<file path="src/rtl/load_store_unit.sv">
// load_store_unit: hart-side load/store initiator for the memory request bus.
// Splits word-crossing loads into two aligned reads and faults bad accesses.
package lsu_pkg;
    localparam int XLEN = 32;

    localparam logic [1:0] W_BYTE = 2'b00;
    localparam logic [1:0] W_HALF = 2'b01;
    localparam logic [1:0] W_WORD = 2'b10;

    typedef struct packed {
        logic [XLEN-1:0] addr;
        logic            wenable;
        logic [1:0]      wwidth;
        logic [XLEN-1:0] wdata;
    } mem_control_t;
endpackage

module load_store_unit
    import lsu_pkg::*;
#(
    parameter int              READ_LATENCY        = 1,
    parameter logic [XLEN-1:0] OUTPUT_PERIPH_START = 32'h1800
) (
    input  logic            clock,
    input  logic            reset,
    input  logic            req_valid,
    output logic            req_ready,
    input  logic            req_store,
    input  logic [1:0]      req_width,
    input  logic            req_unsigned,
    input  logic [XLEN-1:0] req_addr,
    input  logic [XLEN-1:0] req_wdata,
    output mem_control_t    mem_ctrl,
    input  logic [XLEN-1:0] mem_rdata,
    output logic            resp_valid,
    output logic [XLEN-1:0] resp_rdata,
    output logic            resp_fault
);

    localparam int CW = $clog2(READ_LATENCY + 1);
    localparam logic [CW-1:0] LAST = CW'(READ_LATENCY);

    typedef enum logic [2:0] {
        IDLE,
        ACCESS0,
        ACCESS1,
        RESP,
        FAULT
    } state_t;

    state_t          state;
    logic [CW-1:0]   cnt;
    logic            r_store;
    logic            r_split;
    logic            r_unsigned;
    logic [1:0]      r_width;
    logic [1:0]      r_off;
    logic [XLEN-1:0] lo;

    logic [1:0]      size_m1;
    logic [XLEN:0]   last_byte;
    logic            load_fault;
    logic            store_misal;
    logic            fault;
    logic            split;
    logic [XLEN-1:0] aligned;

    assign req_ready = (state == IDLE) && !reset;

    function automatic logic [XLEN-1:0] extract(
        input logic [XLEN-1:0] l,
        input logic [XLEN-1:0] h,
        input logic [1:0]      off,
        input logic [1:0]      w,
        input logic            uns
    );
        logic [2*XLEN-1:0] v;
        logic              s;
        logic [XLEN-1:0]   r;
        v = {h, l} >> {off, 3'b000};
        r = v[XLEN-1:0];
        if (w == W_BYTE) begin
            s = !uns && v[7];
            r = {{(XLEN-8){s}}, v[7:0]};
        end else if (w == W_HALF) begin
            s = !uns && v[15];
            r = {{(XLEN-16){s}}, v[15:0]};
        end
        return r;
    endfunction

    // Classify the incoming request: fault, split, aligned read address.
    always_comb begin
        size_m1 = 2'd3;
        if (req_width == W_BYTE) size_m1 = 2'd0;
        else if (req_width == W_HALF) size_m1 = 2'd1;
        last_byte   = {1'b0, req_addr} + {{(XLEN-1){1'b0}}, size_m1};
        load_fault  = last_byte >= {1'b0, OUTPUT_PERIPH_START};
        store_misal = (size_m1 == 2'd1 && req_addr[0])
                   || (size_m1 == 2'd3 && req_addr[1:0] != 2'b00);
        fault       = req_store ? store_misal : load_fault;
        split       = !req_store
                   && ((size_m1 == 2'd1 && req_addr[1:0] == 2'b11)
                    || (size_m1 == 2'd3 && req_addr[1:0] != 2'b00));
        aligned     = {req_addr[XLEN-1:2], 2'b00};
    end

    // Access sequencer: drives the memory bus and produces the response pulse.
    always_ff @(posedge clock or posedge reset) begin
        if (reset) begin
            state            <= IDLE;
            cnt              <= '0;
            r_store          <= 1'b0;
            r_split          <= 1'b0;
            r_unsigned       <= 1'b0;
            r_width          <= W_WORD;
            r_off            <= 2'b00;
            lo               <= '0;
            mem_ctrl.addr    <= '0;
            mem_ctrl.wenable <= 1'b0;
            mem_ctrl.wwidth  <= W_WORD;
            mem_ctrl.wdata   <= '0;
            resp_valid       <= 1'b0;
            resp_rdata       <= '0;
            resp_fault       <= 1'b0;
        end else begin
            mem_ctrl.wenable <= 1'b0;
            resp_valid       <= 1'b0;
            resp_fault       <= 1'b0;
            resp_rdata       <= '0;
            unique case (state)
                IDLE: begin
                    if (req_valid) begin
                        r_store    <= req_store;
                        r_split    <= split;
                        r_unsigned <= req_unsigned;
                        r_width    <= req_width;
                        r_off      <= req_addr[1:0];
                        cnt        <= '0;
                        if (fault) begin
                            state      <= FAULT;
                            resp_valid <= 1'b1;
                            resp_fault <= 1'b1;
                        end else if (req_store) begin
                            state            <= ACCESS0;
                            mem_ctrl.addr    <= req_addr;
                            mem_ctrl.wenable <= 1'b1;
                            mem_ctrl.wwidth  <= req_width;
                            mem_ctrl.wdata   <= req_wdata;
                        end else begin
                            state         <= ACCESS0;
                            mem_ctrl.addr <= aligned;
                        end
                    end
                end
                ACCESS0: begin
                    if (r_store) begin
                        state      <= RESP;
                        resp_valid <= 1'b1;
                    end else if (cnt == LAST) begin
                        cnt <= '0;
                        if (r_split) begin
                            lo            <= mem_rdata;
                            state         <= ACCESS1;
                            mem_ctrl.addr <= mem_ctrl.addr + XLEN'(4);
                        end else begin
                            state      <= RESP;
                            resp_valid <= 1'b1;
                            resp_rdata <= extract(mem_rdata, '0, r_off,
                                                  r_width, r_unsigned);
                        end
                    end else begin
                        cnt <= cnt + 1'b1;
                    end
                end
                ACCESS1: begin
                    if (cnt == LAST) begin
                        state      <= RESP;
                        resp_valid <= 1'b1;
                        resp_rdata <= extract(lo, mem_rdata, r_off,
                                              r_width, r_unsigned);
                    end else begin
                        cnt <= cnt + 1'b1;
                    end
                end
                RESP:    state <= IDLE;
                FAULT:   state <= IDLE;
                default: state <= IDLE;
            endcase
        end
    end

endmodule

</file>
<file path="config.mk">
export PLATFORM = sky130hd
export DESIGN_NAME = load_store_unit
export DESIGN_NICKNAME = d
export VERILOG_FILES = /design/src/rtl/load_store_unit.sv
export SDC_FILE = /design/constraint.sdc
export NUM_CORES = 1
export LEC_CHECK = 0
export BUFFER_PORTS_ARGS = -buffer_cell sky130_fd_sc_hd__buf_2
export CORE_UTILIZATION = 50
export CTS_CLUSTER_DIAMETER = 30
export DETAILED_ROUTE_END_ITERATION = 16
export PLACE_DENSITY = 0.77
export SKIP_LAST_GASP = 1
export SYNTH_ARGS = -nofsm -noshare
export SYNTH_HDL_FRONTEND = slang
export SYNTH_SLANG_ARGS = --single-unit
</file>
<file path="constraint.sdc">
create_clock -name clock -period 13 [get_ports clock]
set_clock_uncertainty 0.1 [all_clocks]
set_input_delay 1.3 -clock clock [delete_from_list [all_inputs] [get_ports clock]]
set_output_delay 1.3 -clock clock [all_outputs]
set_load 0.05 [all_outputs]
</file>
-- Word-level counts from Yosys, hierarchy flattened
Index checks and enable logic that the tools add are counted.
W data, S select, Z words.
- flip-flop bits (word level): 144
- bits in latches: 0
- bits in read-only memories: 0
- memories: 0
- input port bits: 103
- output and inout port bits: 102
- bits in writable memories: 0
- shift operators: 2
- divide/modulo/power cells: 0
- eq/ne operators: 14
- $mul: 0
- add/subtract/negate cells: 3
- reduce and logical (&&, ||, !) cells: 26
- bitwise operators: 2
- mux-type cells: 41
- $lt $le $gt $ge: 1
- operators with widths (kind ; count):
    $mux W32 ; 11
    $mux W67 ; 2
    $pmux W32 S2 ; 2
    $mux W35 ; 2
    $shr A64 B5 Y32 ; 1
    $add A32 B2 Y33 ; 1
    $ge A33 B13 Y1 const B ; 1
    $add A32 B3 Y32 const B ; 1
    $shr A32 B5 Y32 ; 1
    $mux W3 ; 5
    $mux W1 ; 13
    $ne A2 B2 Y1 const B ; 6
    $logic_and A1 B1 Y1 ; 9
    $pmux W3 S3 ; 1
    $reduce_and A4 Y1 ; 2
    $eq A2 B1 Y1 const B ; 3
    $mux W2 ; 3
    $pmux W1 S3 ; 2
    $reduce_and A3 Y1 ; 2
    $reduce_and A6 Y1 ; 1
    $eq A2 B2 Y1 const B ; 2
    $logic_not A2 Y1 ; 2
    $reduce_bool A2 Y1 ; 2
    $eq A3 B1 Y1 const B ; 1
    other kinds (9) ; 13

-- Depth between registers and ports, before layout
Gate-level depths: netlist (run 1).
- depth after elaboration: 10
- mapped depth: 14

-- Least setup slack after synthesis (run 1)
Ideal clock, no wire load.
- kind: input to register
- from: input req_width[0]
- to: register mem_ctrl[48] (netlist name)
- slack: 8.553 ns
- setup time: 0.140 ns
- path buffers: 1
- cell stages on the path: 14
- data required time: 12.760 ns
- arrival: 4.207 ns
- cell sequence: nor2_1 inv_1 ha_1 fa_1 nand3b_1 mux2i_1 a221oi_1 nand4b_1 or4_4 nor4_4 a211oi_2 buf_2 a2111oi_0 a211oi_1
- cells in the longest elaborated chain, start to end: 9
- elaborated cells between the ends (all ways): 14
- ends and longest elaborated chain (what ; line ; text):
    start, declared ; 29 ; input logic [1:0] req_width,
    $eq A2 B1 Y1 ; 96 ; else if (req_width == W_HALF) size_m1 = 2'd1;
    $mux W2 ; 96 ;
    $mux W2 * ; 95 ; if (req_width == W_BYTE) size_m1 = 2'd0;
    branches (longest 3 deep; another with $add A32 B2 Y33) ; -- ;
    $mux W1 * ; 101 ; fault = req_store ? store_misal : load_fault;
    $ne A2 B2 Y1 (no source line) * ; -- ;
    $reduce_and A6 Y1 (no source line) * ; -- ;
    end, declared ; 33 ; output mem_control_t mem_ctrl,
Every way passes the cells marked *.
A chain may end at the register's enable or synchronous reset.

-- Worst setup path after layout (run 1)
- from: input req_width[1]
- to: register mem_ctrl[36] (netlist name)
Same word-level chain as after synthesis.

==> impl_results.md, run 1 <==
* Status: complete, no violations
* Slew HR at between 20% and 30%
* Max_cap viols at 0
* PortBufs at roughly 200
* Avg WL per Cell at ~19 um
* Final setup fails at 0
* Root Buffer: clkbuf_16
* Core ar. at around 17,000 um^2
* Critical path launch point type: input port
* Vias at just under 8,000
* Combinational share of power at between 50% and 60%
* WL final at 23.8 mm
* CTS resizes at 0
* Synth-to-Final Area Change at 21.7%
* RSZ-0062 raised after global routing: false
* Tot Pwr at approximately 2.8 mW
* Cell internal pwr at 1.49 mW
* DRC viols at 0
* Drt initial violations at just under 700
* Slew Viols, Final at 0
* Maximum clock rate at just under 0.2 GHz
* Most frequent cells in the layout: 204 x buf_2, 140 x dfrtp_1, 84 x mux2_2
* Die Y at 132 um
* Synth top area share at about two fifths
* Synthesis Warnings at 0
* CTS sink cnt at between 100 and 150
* Min Hold Slack at about 0.40 ns
* Final Critical Period at just over 5 ns
* Worst min path class: flop to flop
* Static leakage at 4.64 nW
* Clk pwr share at about a fifth
* Cell area after layout at ~10,000 um^2
* Post-synth EDFFs at 0
* Fin. Hold Viols at 0
* Routed Antenna Nets at 0
* Power Density at ~270 nW/um^2
* Pre-antenna DRT Iters at 5
* Critical path endpoint category: flop
* Crit path cell chain: buf_2, nor2_1, inv_1, ha_1, fa_1, nand4_1, nor4_2, mux2_2, or4_4, nor4_4, a41o_1, nand3_1, a22o_1
* Net Switching at 1.32 mW
* Clock Tree Buf Depth at 2
* Clock Latency Late Sink at roughly 0.43 ns
* Top_reg_cell synth: dfrtp_1
* I/O pin cnt at roughly 200
* Initial antenna violation count at 1
* Worst-Margin Slew at between 1 and 1.5 ns
* # rows at between 40 and 50
* Synth Register Bits at between 100 and 150
* First-pass GRT wire length at 38.1 mm
* CTS tree: yes
* Detailed-route vias per instance at 6.26
* Netlist cell types at between 70 and 80
* Synth Instances at 829
* Seq/Total Area, Yosys at between 40% and 50%
* Max incr delay on CP at ~0.8 ns
* GPL Wtd Cong at around 0.9
* Largest net degree at the start of global routing at 74
* Commonest non-fill, non-tap cell in the layout: buf_2
* Total Routing Usage GR at approximately 28%
* Mapped cell area at between 8000 and 9000 um^2
* Period utilization at between 30 and 40%
* R2r worst-path depth at 10
* CTS Buf Count at 17
* Setup bufs post-CTS at 0
* Die area at 17,500 um^2
* Worst VDD drop at 164 uV
* Syn nets at ~940
* Post-CTS Hold Buffers at 0
* Crit path kind: input port to flop
* Sequential power share at 28.1%
* Dominant cells by area after synthesis: dfrtp_1 42%, mux2_2 11%, mux2i_1 4.8%, mux4_2 4.3%, a21oi_1 2.7%
* Nets at about 1,100
* R2R Setup Slk at between 9 and 10 ns
* Setup TNS at 0 ns
* Cell taking the most area after synthesis: dfrtp_1
* H-Tree Level Count at 4
* Cell depth of the worst hold path at 1
* CTS clk-pin slew, worst paths at 0.06 ns
* FFs w/ async S/R, synth at between 90% and 100%
* Slowest-stage cell, CP: a41o_1
* Die width at 132 um
* Switching part of the total at 46.9%
* Critical Path RT at 13.21 ns
* Grt ovf at 0
* Worst EP arrival at about 5.4 ns
* Post-DP HPWL at ~17 mm
* Initial Utilization at just over 50%
* Placed Instance Area at 9650 um^2
* Vias in the first global route at between 7,000 and 8,000
* Synth Area per Inst at approximately 10 um^2
* CP max FO at 22
* Layout cells sized above 1 at around 36%
==> cells by family (layout without fill, tap and decap cells) <==
group           Yosys count  after routing  synth area share, %
mux                     141            141                 20.3
other cells               0              1                    0
buf+inv                  75            269                 3.51
xor+xnor                  4              4                0.413
fa+ha+maj                 4              4                0.679
compound gates          224            224                 18.2
simple gates            237            237                 14.3
flops                   144            144                 42.5
==> critical path, delay by kind of cell <==
| family | cells | cell delay, ns |
|---|---|---|
| compound gates | 2 | 1.05 |
| mux | 1 | 0.40 |
| simple gates | 6 | 1.87 |
| fa+ha+maj | 2 | 0.48 |
| buf+inv | 2 | 0.24 |
==> sequential cells by signal (all words and copies together), names as in the netlist <==
| signal | cells |
|---|---|
| cnt | 1 |
| lo | 32 |
| mem_ctrl | 67 |
| r_off | 2 |
| r_split | 1 |
| r_store | 1 |
| r_unsigned | 1 |
| r_width | 2 |
| resp_fault | 1 |
| resp_rdata | 32 |
| resp_valid | 1 |
| state | 3 |
==> cell usage after synthesis (5+ instances only) <==
library cell,instances
dfrtp_1,142
mux2_2,84
nor2_1,61
nand2_1,53
a21oi_1,46
mux2i_1,41
clkbuf_1,36
o21ai_0,29
nand3_1,27
inv_1,24
nor3_1,18
mux4_2,16
o22ai_1,15
o21a_1,14
a22oi_1,12
nand4_1,12
o31ai_1,12
a211oi_1,11
and3_1,11
o21ai_1,11
a32oi_1,9
buf_1,9
o211ai_1,9
a31oi_1,8
nand2b_1,7
nor4_1,7
a2bb2oi_1,6
o311ai_0,6
and2_1,5
and4_1,5
or3_1,5
==> final cells by class <==
| class | instances | area [um^2] |
|---|---|---|
| Tap cell | 220 | 275 |
| Clock buffer | 19 | 453 |
| Antenna cell | 1 | 2.50 |
| Sequential cell | 144 | 3610 |
| Timing Repair Buffer | 214 | 1100 |
| Clock inverter | 12 | 205 |
| Multi-Input combinational cell | 610 | 4580 |
| Inverter | 24 | 95.1 |
| Fill cell | 1403 | 6270 |
==> per-layer routing <==
metal  global-route usage (%)  up-vias  wire, um
li1                         -     3524         -
met1                     39.2     3774     10300
met2                     41.5      438     10800
met3                     6.27       49      2140
met4                     9.51        0       546
met5                        0        -         0
==> power groups by stage <==
stage	registers, mW	logic [mW]	clock network (mW)
2_1_floorplan	1.17	0.736	0
3_3_place_gp	0.783	1.43	0
3_5_place_dp	0.790	1.46	0
4_1_cts	0.786	1.46	0.553
5_1_grt	0.816	1.56	0.574
6_report	0.789	1.47	0.547
==> stage by stage <==
step | setup slack (ns) | utilization [%] | instances
floorplan | 7.74 | - | 829
global placement | 7.62 | 58.2 | 1212
detailed placement | 7.46 | 58.2 | 1212
CTS | 7.91 | 62.2 | 1243
global route | 7.58 | 62.2 | 1244
finish | 7.87 | 62.2 | 1244
==> worst paths after layout <==
kind / start / endpoint
min in group asynchronous: reset / mem_ctrl[55]
setup reg to reg: r_off[1] / resp_rdata[16]
setup / recovery: req_width[1] / mem_ctrl[36]
max in group asynchronous: reset / r_off[1]
hold / removal: mem_ctrl[6] / mem_ctrl[6]
hold reg to reg: mem_ctrl[6] / mem_ctrl[6]
Power figures use the tool's default switching activity.
==> run 2: changes to the inputs <==
--- a/config.mk
+++ b/config.mk
@@ -6,10 +6,10 @@
 export NUM_CORES = 1
 export LEC_CHECK = 0
 export BUFFER_PORTS_ARGS = -buffer_cell sky130_fd_sc_hd__buf_2
-export CORE_UTILIZATION = 50
+export CORE_UTILIZATION = 49
 export CTS_CLUSTER_DIAMETER = 30
 export DETAILED_ROUTE_END_ITERATION = 16
-export PLACE_DENSITY = 0.77
+export PLACE_DENSITY = 0.79
 export SKIP_LAST_GASP = 1
 export SYNTH_ARGS = -nofsm -noshare
 export SYNTH_HDL_FRONTEND = slang
==> constraint.sdc (replaced) <==
create_clock -name clock -period 4.25 [get_ports clock]
set_clock_uncertainty 0.1 [all_clocks]
set_input_delay 0.425 -clock clock [delete_from_list [all_inputs] [get_ports clock]]
set_output_delay 0.425 -clock clock [all_outputs]
set_load 0.05 [all_outputs]
==> impl_results.md, run 2 (synthesis gave the netlist of run 1 again) <==
* Status: complete, no violations
* Register area at 3610 um^2
* Grt ovf at 0
* Worst VDD drop at between 400 and 500 uV
* Clock Tree Buf Depth at 2
* Clk pwr share at 17.7%
* Final Critical Period at 3.77 ns
* Post-CTS Hold Buffers at 0
* CTS sink cnt at approximately 140
* Initial antenna violation count at 2
* Detailed-route vias per instance at around 6.2
* Maximum clock rate at about 0.27 GHz
* Cell internal pwr at 4.38 mW
* Worst EP arrival at just under 4 ns
* Largest regs: mem_ctrl: 67 flops, lo: 32 flops, resp_rdata: 32 flops
* Post-DP HPWL at about 17 mm
* Net Switching at approximately 4 mW
* Max_cap viols at 0
* Period utilization at just under 90%
* Critical Path RT at around 4.4 ns
* H-Tree Level Count at 4
* Final setup fails at 0
* Multi-input gate area at roughly 4600 um^2
* Largest net degree at the start of global routing at between 100 and 150
* Largest register by flop count: mem_ctrl
* Static leakage at 4.65 nW
* DRC viols at 0
* RSZ-0062 raised after global routing: false
* Switching part of the total at approximately 48%
* Most frequent cells in the layout: 204 x buf_2, 140 x dfrtp_1, 84 x mux2_2
* Cell area after layout at 10,300 um^2
* CTS Buf Count at 17
* Dpl ws at between 0.1 and 0.15 ns
* Fin. Hold Viols at 0
* CP max FO at 9
* Slew HR at 22.5%
* Commonest non-fill, non-tap cell in the layout: buf_2
* Layout cells sized above 1 at a little under two fifths
* I/O pin cnt at ~210
* Final setup margin at roughly 0.48 ns
* First-pass GRT wire length at roughly 38 mm
* Root Buffer: clkbuf_16
* Placed Instance Area at roughly 10000 um^2
* Crit path kind: input port to flop
* Setup TNS at 0 ns
* Synth-to-Final Area Change at 21.9%
* GPL Wtd Cong at 0.933
* CTS resizes at 0
* Power Density at around 800 nW/um^2
* Core ar. at approximately 17,000 um^2
* Nets at 1,128
* Largest register FFs at 67
* Die width at 134 um
* Pre-antenna DRT Iters at 5
* WL final at roughly 24 mm
* Worst min path class: input port to asynchronous set/reset pin
* Clock Latency Late Sink at around 0.43 ns
* Initial Utilization at around half
* Die Y at ~130 um
* # rows at 47
* Setup bufs post-CTS at 0
* Critical path launch point type: input port
* Die area at around 18,000 um^2
* Util after Layout at 61.6%
* Tot Pwr at ~8.4 mW
* FF-to-FF Start: r_off[0]
* CTS tree: yes
* Sequential power share at roughly 29%
* PortBufs at slightly above 200
* Worst Setup SP: req_width[0]
* Routed Antenna Nets at 0
* Slew Viols, Final at 0
* Drt initial violations at approximately 620
* Critical path endpoint category: flop
* Vias in the first global route at 7,287
* Avg WL per Cell at approximately 19 um
* # fillers at 1,410
* Combinational share of power at between 50 and 60%
* Total Routing Usage GR at 27.6%
* CTS clk-pin slew, worst paths at around 0.070 ns
* Worst-Margin Slew at ~1.2 ns
* Vias at 7,821
run 2: cell types whose count changed in the layout (fill, tap and decap cells not counted):
cell / previous run / this run
buf_4: 10 / 19
diode_2: 1 / 2
clkinv_2: 1 / 2
clkinv_4: 1 / 0
inv_6: 4 / 3
clkbuf_8: 2 / 4
bufinv_16: 5 / 1
clkinvlp_4: 2 / 6
buf_12: 0 / 1
run 2: power by group through the flow:
| stage | registers, mW | logic [mW] | clock network (mW) |
|---|---|---|---|
| floorplan | 3.57 | 2.25 | 0 |
| global placement | 2.41 | 4.40 | 0 |
| detailed placement | 2.43 | 4.47 | 0 |
| CTS | 2.41 | 4.49 | 1.51 |
| global route | 2.50 | 4.81 | 1.57 |
| finish | 2.42 | 4.51 | 1.49 |
run 2: worst paths after layout:
path / end / slack [ns] / depth (start not counted)
worst min register to register: mem_ctrl[5] / 0.40 / 1
worst max-delay path: mem_ctrl[48] / 0.48 / 15
worst max register to register: resp_rdata[21] / 0.73 / 6
max in group asynchronous: r_off[0] / 3.28 / 3
min in group clock: mem_ctrl[28] / 0.13 / 2
worst min-delay path: mem_ctrl[44] / 0.04 / 3
run 2: final cells by class:
| cell class | instances | share of cell area [%] |
|---|---|---|
| diodes | 2 | 0.0484 |
| clock buffers | 21 | 4.65 |
| clock inverters | 11 | 1.01 |
| inverters | 24 | 0.908 |
| multi-input cells | 610 | 44.3 |
| flip-flops and latches | 144 | 34.9 |
| well taps | 220 | 2.66 |
| repair buffers | 224 | 11.5 |
run 2: metrics by stage:
stage               cells  hold WS (ns)
floorplan             829         0.375
global placement     1222         0.384
detailed placement   1222         0.390
CTS                  1254         0.113
global route         1256         0.116
finish               1256        0.0371
run 2: per-layer routing:
| metal | track usage (%) | vias up | routed length (um) |
|---|---|---|---|
| met5 | 0 | - | 0 |
| met4 | 9.91 | 0 | 514 |
| met3 | 6.81 | 50 | 2310 |
| met2 | 41.1 | 432 | 10900 |
| met1 | 38.9 | 3806 | 10300 |
| li1 | - | 3533 | - |
run 2: critical path, cell delays in order:
cell,delay [ns]
buf_2,0.12
nor2_1,0.19
inv_1,0.07
ha_1,0.22
fa_1,0.45
nand3b_1,0.11
mux2i_1,0.07
a221oi_1,0.29
nand4b_1,0.13
or4_4,0.56
nor4_4,0.39
a211oi_2,0.24
buf_4,0.24
a2111oi_0,0.36
a211oi_1,0.08
==> run 3: changes to the inputs <==
--- a/config.mk
+++ b/config.mk
@@ -6,10 +6,12 @@
 export NUM_CORES = 1
 export LEC_CHECK = 0
 export BUFFER_PORTS_ARGS = -buffer_cell sky130_fd_sc_hd__buf_2
+export CAP_MARGIN = 10
 export CORE_UTILIZATION = 49
 export CTS_CLUSTER_DIAMETER = 30
 export DETAILED_ROUTE_END_ITERATION = 16
 export PLACE_DENSITY = 0.79
+export SETUP_SLACK_MARGIN = 0.5
 export SKIP_LAST_GASP = 1
 export SYNTH_ARGS = -nofsm -noshare
 export SYNTH_HDL_FRONTEND = slang
==> impl_results.md, run 3 (synthesis gave the netlist of run 1 again) <==
* Largest regs: mem_ctrl: 67 flops, lo: 32 flops, resp_rdata: 32 flops
* Worst EP arrival at between 3 and 4 ns
* Status: complete, no violations
* Layout cells sized above 1 at approximately 37%
* Worst VDD drop at about 430 uV
* CP max FO at 9
* Largest register FFs at 67
* FF-to-FF Start: r_off[1]
* Core ar. at between 15,000 and 20,000 um^2
* Maximum clock rate at between 0.2 and 0.3 GHz
* Top layer in use: met4
* Setup bufs post-CTS at 0
* Clock Tree Buf Depth at 2
* CTS resizes at 0
* Critical path endpoint category: flop
* Pre-antenna DRT Iters at 7
* Die Y at 134 um
* Grt ovf at 0
* Min Hold Slack at about 0.1 ns
* Placed Instance Area at between 9000 and 10,000 um^2
* Die width at 134 um
* Post-route insts no fill at approximately 1,300
* PortBufs at a little over 200
* H-Tree Level Count at 4
* Fin. Hold Viols at 0
* Dpl ws at 0.148 ns
* CTS clk-pin slew, worst paths at around 0.070 ns
* Power Density at just over 800 nW/um^2
* Die area at approximately 18,000 um^2
* CTS Buf Count at 17
* Met1 WL at between 10 and 15 mm
* Util after Layout at about three fifths
* GPL Wtd Cong at approximately 0.93
* CTS tree: yes
* R2r worst-path depth at 7
* First-pass GRT wire length at between 30 and 40 mm
* Slew HR at between 40% and 50%
* Worst Setup SP: req_width[0]
* CTS sink cnt at between 100 and 150
* Post-DP HPWL at around 17 mm
* Routed Antenna Nets at 0
* Synth-to-Final Area Change at 22.1%
* Vias in the first global route at around 7,300
* Metal2 WL at approximately 11 mm
* Tot Pwr at between 8 and 9 mW
* Setup TNS at 0 ns
* Critical path launch point type: input port
* Initial antenna violation count at 2
* DRC viols at 0
* Worst min path class: input port to asynchronous set/reset pin
* Placed insts at 1,222
* Met3 WL post-DR at 2.17 mm
* WL final at 24.1 mm
* Avg WL per Cell at 19.2 um
* # fillers at between 1,000 and 1,500
* Largest net degree at the start of global routing at 145
* Final setup fails at 0
* Cell area after layout at 10,300 um^2
* # rows at 47
* Static leakage at about 4.7 nW
* Largest register by flop count: mem_ctrl
* Final Critical Period at between 3 and 4 ns
* Most frequent cells in the layout: 204 x buf_2, 140 x dfrtp_1, 84 x mux2_2
* Period utilization at between 80% and 90%
* Slew Viols, Final at 0
* Nets at ~1,100
* Root Buffer: clkbuf_16
* Worst-Margin Slew at between 0.8 and 0.9 ns
* Initial Utilization at between 50 and 60%
* Post-CTS Hold Buffers at 0
* Crit path kind: input port to flop
* Critical Path RT at about 4.5 ns
* Commonest non-fill, non-tap cell in the layout: buf_2
* Clock Latency Late Sink at between 0.4 and 0.5 ns
* Detailed-route vias per instance at 6.25
* Max_cap viols at 0
* Vias at roughly 7,900
* Final setup margin at slightly below 0.7 ns
* RSZ-0062 raised after global routing: true
* Drt initial violations at ~720
* I/O pin cnt at around 210
* Total Routing Usage GR at between 20% and 30%
run 3: cell type report:
class	count	area (um^2)	area share, %
flip-flops and latches	144	3610	34.9
multi-input cells	610	4600	44.4
well taps	220	275	2.66
clock buffers	21	480	4.64
repair buffers	224	1180	11.4
diodes	2	5.00	0.0484
inverters	24	93.8	0.907
clock inverters	11	104	1.00
run 3: worst paths after layout:
path,to,slack (ns)
min in group clock,mem_ctrl[28],0.13
min,mem_ctrl[43],0.10
max reg2reg,resp_rdata[21],0.99
max in group asynchronous,r_off[0],3.29
max,mem_ctrl[48],0.69
min reg2reg,mem_ctrl[5],0.40
run 3: critical path: stages:
cell and delay (ns):
buf_2 0.12, nor2_1 0.19, inv_1 0.07, ha_1 0.22
fa_1 0.45, nand3b_1 0.11, mux2i_1 0.07, a221oi_1 0.29
nand4b_1 0.13, or4_4 0.56, nor4_4 0.29, a211oi_4 0.19
buf_4 0.22, a2111oi_1 0.33, a211oi_1 0.08
run 3: report_power, final:
part	leakage, nW	switching [mW]	internal (mW)
sequential	1.81	0.459	1.96
combinational	2.57	2.98	1.55
clock	0.275	0.618	0.870
run 3: per-layer routing:
layer	track usage, %	vias to the layer above
met5	0	-
met2	41.1	412
li1	-	3553
met4	9.91	0
met3	6.81	50
met1	38.9	3836
